`src/rtl/mips_pkg.sv`:
```
// Shared definitions for the MIPS pipeline front end: constants, fetch FSM
// state encoding and the IF/ID register layout.
package mips_pkg;

  localparam logic [31:0] NOP_INSTR = 32'h0000_0000;
  localparam logic [31:0] PC_INCR   = 32'd4;

  typedef enum logic [1:0] {
    BOOT  = 2'd0,
    FETCH = 2'd1,
    FLUSH = 2'd2
  } fetch_state_t;

  typedef struct packed {
    logic [31:0] instr;
    logic [31:0] pc_plus4;
    logic        valid;
  } if_id_t;

  function automatic logic [31:0] word_align(input logic [31:0] addr);
    return {addr[31:2], 2'b00};
  endfunction

endpackage

```
`src/rtl/fetch_pc.sv`:
```
// Program counter and outstanding-request address for the fetch stage,
// with the next-PC mux (increment, hazard rewind, branch redirect).
module fetch_pc
  import mips_pkg::*;
#(
  parameter logic [31:0] RESET_PC = 32'h0000_0000
) (
  input  logic        clk_i,
  input  logic        rst_i,
  input  logic        redirect_i,
  input  logic [31:0] redirect_pc_i,
  input  logic        advance_i,
  input  logic        rewind_i,
  input  logic [15:0] pc_offset_i,
  input  logic        req_done_i,
  output logic [31:0] pc_o,
  output logic [31:0] req_addr_o
);

  logic [31:0] pc_q, pc_d;
  logic [31:0] req_addr_q, req_addr_d;
  logic [31:0] rewind_amt;

  assign rewind_amt = rewind_i ? {16'h0000, pc_offset_i} : 32'h0000_0000;

  always_comb begin
    pc_d = pc_q;
    if (redirect_i) begin
      pc_d = word_align(redirect_pc_i);
    end else if (advance_i) begin
      pc_d = word_align(pc_q + PC_INCR - rewind_amt);
    end
  end

  // An in-flight request keeps its address until the memory answers it.
  assign req_addr_d = req_done_i ? pc_d : req_addr_q;

  always_ff @(posedge clk_i) begin
    if (rst_i) begin
      pc_q       <= word_align(RESET_PC);
      req_addr_q <= word_align(RESET_PC);
    end else begin
      pc_q       <= pc_d;
      req_addr_q <= req_addr_d;
    end
  end

  assign pc_o       = pc_q;
  assign req_addr_o = req_addr_q;

endmodule

```
`src/rtl/fetch_stage.sv`:
```
// MIPS instruction-fetch stage: fetch FSM, imem handshake and IF/ID register.
// Optional FETCH_PERF_CNT_EN adds saturating stall/flush counters.
module fetch_stage
  import mips_pkg::*;
#(
  parameter logic [31:0] RESET_PC = 32'h0000_0000
) (
  input  logic        clk_i,
  input  logic        rst_i,
  input  logic        bubble_i,
  input  logic [15:0] pc_offset_i,
  input  logic        branch_taken_i,
  input  logic [31:0] branch_target_i,
  output logic        imem_req_o,
  output logic [31:0] imem_addr_o,
  input  logic        imem_ready_i,
  input  logic [31:0] imem_rdata_i,
  output logic [31:0] id_instr_o,
  output logic [31:0] id_pc_plus4_o,
`ifdef FETCH_PERF_CNT_EN
  output logic        id_valid_o,
  output logic [31:0] perf_stall_cnt_o,
  output logic [31:0] perf_flush_cnt_o
`else
  output logic        id_valid_o
`endif
);

  // state | meaning
  // BOOT  | post-reset idle cycle, no request
  // FETCH | request at req_addr, accept on imem_ready
  // FLUSH | redirect pending, draining stale outstanding request

  fetch_state_t state_q, state_d;
  if_id_t       if_id_q, if_id_d;
  logic         accept;
  logic         req_done;
  logic [31:0]  pc;
  logic [31:0]  req_addr;

  assign accept   = (state_q == FETCH) && imem_ready_i;
  assign req_done = (state_q == BOOT) || imem_ready_i;

  fetch_pc #(
    .RESET_PC (RESET_PC)
  ) u_fetch_pc (
    .clk_i         (clk_i),
    .rst_i         (rst_i),
    .redirect_i    (branch_taken_i),
    .redirect_pc_i (branch_target_i),
    .advance_i     (accept),
    .rewind_i      (bubble_i),
    .pc_offset_i   (pc_offset_i),
    .req_done_i    (req_done),
    .pc_o          (pc),
    .req_addr_o    (req_addr)
  );

  always_comb begin
    state_d = state_q;
    case (state_q)
      BOOT:    state_d = FETCH;
      FETCH:   if (branch_taken_i && !imem_ready_i) state_d = FLUSH;
      FLUSH:   if (imem_ready_i) state_d = FETCH;
      default: state_d = BOOT;
    endcase
  end

  always_comb begin
    if_id_d = if_id_q;
    if (branch_taken_i) begin
      if_id_d = '{instr: NOP_INSTR, pc_plus4: 32'h0, valid: 1'b0};
    end else if (accept && !bubble_i) begin
      if_id_d = '{instr: imem_rdata_i, pc_plus4: pc + PC_INCR, valid: 1'b1};
    end
  end

  always_ff @(posedge clk_i) begin
    if (rst_i) begin
      state_q <= BOOT;
      if_id_q <= '{instr: NOP_INSTR, pc_plus4: 32'h0, valid: 1'b0};
    end else begin
      state_q <= state_d;
      if_id_q <= if_id_d;
    end
  end

  assign imem_req_o    = (state_q != BOOT);
  assign imem_addr_o   = req_addr;
  assign id_instr_o    = if_id_q.instr;
  assign id_pc_plus4_o = if_id_q.pc_plus4;
  assign id_valid_o    = if_id_q.valid;

`ifdef FETCH_PERF_CNT_EN
  logic [31:0] stall_cnt_q, stall_cnt_d;
  logic [31:0] flush_cnt_q, flush_cnt_d;

  assign stall_cnt_d = (bubble_i && (stall_cnt_q != 32'hFFFF_FFFF)) ? stall_cnt_q + 32'd1 : stall_cnt_q;
  assign flush_cnt_d = (branch_taken_i && (flush_cnt_q != 32'hFFFF_FFFF)) ? flush_cnt_q + 32'd1 : flush_cnt_q;

  always_ff @(posedge clk_i) begin
    if (rst_i) begin
      stall_cnt_q <= 32'h0;
      flush_cnt_q <= 32'h0;
    end else begin
      stall_cnt_q <= stall_cnt_d;
      flush_cnt_q <= flush_cnt_d;
    end
  end

  assign perf_stall_cnt_o = stall_cnt_q;
  assign perf_flush_cnt_o = flush_cnt_q;
`endif

endmodule

```
`config.mk`:
```
export PLATFORM = sky130hd
export DESIGN_NAME = fetch_stage
export DESIGN_NICKNAME = d
export VERILOG_FILES = /design/src/rtl/mips_pkg.sv /design/src/rtl/fetch_pc.sv /design/src/rtl/fetch_stage.sv
export SDC_FILE = /design/constraint.sdc
export NUM_CORES = 1
export LEC_CHECK = 0
export ABC_AREA = 1
export CAP_MARGIN = 20
export CORE_ASPECT_RATIO = 1.5
export CORE_MARGIN = 10
export CORE_UTILIZATION = 50
export DETAILED_ROUTE_END_ITERATION = 7
export GPL_TIMING_DRIVEN = 0
export PLACE_DENSITY = 0.79
export SLEW_MARGIN = 20
export SYNTH_ARGS = -nofsm -noshare
export SYNTH_HDL_FRONTEND = slang
export SYNTH_SLANG_ARGS = --single-unit
```
`constraint.sdc`:
```
create_clock -name clk_i -period 4.67 [get_ports clk_i]
set_input_delay 0.467 -clock clk_i [delete_from_list [all_inputs] [get_ports clk_i]]
set_output_delay 0.467 -clock clk_i [all_outputs]
set_load 0.005 [all_outputs]
```
==> impl_results.md <==
- Crit path kind: reg -> reg
- Reg2Reg Depth: 19
- Fin crit period: 3830 ps
- Area of the multi-input gates: around 4200 µm²
- Cell area after synthesis: approximately 7600 µm²
- Num CTS Buffers: 17
- CP max FO: 7
- Clock buffer depth: 2
- Library cells used by synthesis: 36
- Critical Path Start: u_fetch_pc.pc_o[3]
- Critical path launch point type: flop
- Core Region: 15,000 µm²
- Yosys top cell by area: dfxtp_1
- Power Total: between 3000 and 4000 µW
- CTS tree: done
- Postcts setup bufs: 0
- Period Utilization, post-route: 0.820
- CP Capture Type: flop
- Max incr delay on CP: between 400 and 500 ps
- Hold_buf cts: 0
- Peak Freq: about 260 MHz
- DR iter-0 viols: roughly 530
- Placed cell areas: between 9000 and 10,000 µm²
- Most frequent cells in the layout: nand2_1 (294), clkdlybuf4s50_1 (177), nor2_1 (168)
- Drt first pass iters: 5
- Synthesized Nets: 1,294
- Fin nets: ~1,500
- Final Non-Filler Cells: about 1,600
- Req. time, crit path: 5000 ps
- GRT Residual Overflow: 0
- Dpl hpwl: ~22,000 µm
- First-pass GRT wire length: approximately 43,000 µm
- Total Routing Usage GR: 0.261
- Most common cell after layout, fill and taps aside: nand2_1
- Relative slew slack: 0.578
- Initial antenna violation count: 0
- Routability cong.: slightly above 1
- Die Y: between 150 and 200 µm
- Crit path to: u_fetch_pc.req_addr_o[29]
- Unrepaired setup endpoints after global routing: false
- Post-route cell area: roughly 10,000 µm²
- Worst-path cell chain: ha_1, buf_2, nand3_1, nor2_2, xor2_1, ha_1, a21oi_1, o21a_1, nand3_1, nand4_1, nand3_1, nand3_1, nand2_1, nand2_1, nand3_1, nand2_1, nand3_1, nand2_1, inv_1
- Fill count: around 1,400
- Max_cap viols: 0
- Hold Path Class: in -> reg
- Mean number of vias per cell: 5.20
- Worst EP arrival: around 4200 ps
- Reg clk slew, reported paths: approximately 60 ps
- Area contributors post-synth: dfxtp_1 (35%), nand2_1 (15%), nor2_1 (8.3%)
- Share of cells above drive strength 1: 0.0542
- Initial Util: 0.505
- Skew final: 9.96 ps
- CTS resizes: 0
- Lkg Pwr: between 0.004 and 0.005 µW
- Crit path top cell by count: nand3_1
- IO Count: 183
- Number of routed nets with antenna violations: 0
- Avg Cell Area, Syn: roughly 6.4 µm²
- Ys Warns: 0
- Internal reg-to-reg setup slack: 840 ps
- Worst R2R Start: u_fetch_pc.pc_o[3]
- Vias: roughly 8,300
- Buffers on Ports: ~180
- H-Tree Depth: 4
- Status: complete, no violations
- TNS Setup: 0 ps
- Residual DRC count: 0
- Synth Instances: 1,193
- Die area: just over 20,000 µm²
- Hold slack final: around 450 ps
- Inst Count DP: ~1,600
- TritonCTS Sinks: roughly 130
- Routed wirelength normalized by instance count: approximately 17 µm
- Register bit total from synthesis: around 130
- Die Wd: 121 µm
- Area delta synth->final: 34.4%
- IR drop worst, VDD: ~0.21 mV
- Worst-Margin Slew: 633 ps
- Fin. max-slew vios: 0
- Post-Route WL: approximately 27,000 µm
- CP max stage cell: dfxtp_1
- Diodes inserted: 0
- FF/Latch Area: about 2600 µm²
- CTS root buf: clkbuf_16
- Top cell type's share of synthesized area: 0.346
- Rows: 55
- Pwr/cell area: 327 nW/µm²
- Largest net degree at the start of global routing: 17
- Vias in the first global route: a little over 8,000
- Worst r2r dst: u_fetch_pc.req_addr_o[29]
- Endpoints failing hold: 0
- Sequential element share of the synthesized area: 0.346
- # setup viols final: 0
- Clk_lat worst skew: 420 ps
metrics by stage:
step / util / worst slack, ps
floorplan: - / 1900
CTS: 0.679 / 953
global placement: 0.640 / 1020
global route: 0.679 / 601
finish: 0.679 / 842
detailed placement: 0.640 / 976
sequential cells by signal, summed over array words and instances, names as in the netlist:
signal	flops
u_fetch_pc.pc_o	32
id_valid_o	1
u_fetch_pc.req_addr_o	32
state_q	2
id_pc_plus4_o	32
id_instr_o	32
worst min-delay path by stage:
stage                       start             endpoint  slack [ps]  cells after the start
6_report                    rst_i  u_fetch_pc.pc_o[30]         450                      2
3_5_place_dp       id_instr_o[11]       id_instr_o[11]         450                      2
2_1_floorplan  u_fetch_pc.pc_o[0]     id_pc_plus4_o[0]         440                      2
4_1_cts                     rst_i  u_fetch_pc.pc_o[30]         450                      2
3_3_place_gp       id_instr_o[19]       id_instr_o[19]         450                      2
5_1_grt                     rst_i  u_fetch_pc.pc_o[30]         480                      2
worst max-delay path: cells and delay by family (launching register included):
kind	cells	cell delay (ps)
XOR/XNOR	1	310
AO/OA/AOI/OAI	2	380
adder cells (fa/ha/maj)	2	520
AND/OR/NAND/NOR	12	1860
buffers and inverters	2	230
flip-flops	1	410
power by group:
group | total (µW) | switching, µW | internal [µW]
Clock | 1330 | 522 | 812
Combinational | 768 | 449 | 319
Sequential | 1220 | 43.8 | 1180
Total | 3330 | 1010 | 2310
routing by layer:
| layer | vias up | share of wire | track usage |
|---|---|---|---|
| li1 | 4203 | - | - |
| met1 | 3770 | 0.40 | 0.288 |
| met2 | 284 | 0.50 | 0.466 |
| met3 | 67 | 0.051 | 0.0376 |
| met4 | 0 | 0.046 | 0.147 |
| met5 | - | 0 | 0 |
layout make-up:
cell class,count,share of cell area
Multi-Input combinational cell,862,0.410
Sequential cell,131,0.257
Timing Repair Buffer,177,0.174
Inverter,151,0.0557
Clock buffer,19,0.0445
Tap cell,199,0.0244
Buffer,49,0.0205
Clock inverter,12,0.0130
cell usage after synthesis, drive strengths merged:
library cell  number
buf               11
nor3               2
o221ai             1
xnor2              3
clkbuf            38
a21oi             86
nand4             12
dfxtp            131
inv              150
nor2             186
o21a               4
o21bai             3
xor2              19
a21boi             2
or2                6
ha                16
nand2            302
a22oi              2
o211ai            24
clkinv             1
nand3b             1
nand3            104
and3               1
o21ai             88
kinds of logic (layout without fill, tap and decap cells):
kind of cell,count (synthesis),in the layout,share of synthesized area
AO/OA/AOI/OAI,210,210,0.153
XOR/XNOR,22,22,0.0279
adder cells (fa/ha/maj),16,16,0.0264
buffers and inverters,200,408,0.102
flip-flops,131,131,0.346
AND/OR/NAND/NOR,614,614,0.345
No activity file was read; power rests on OpenSTA's default activity.
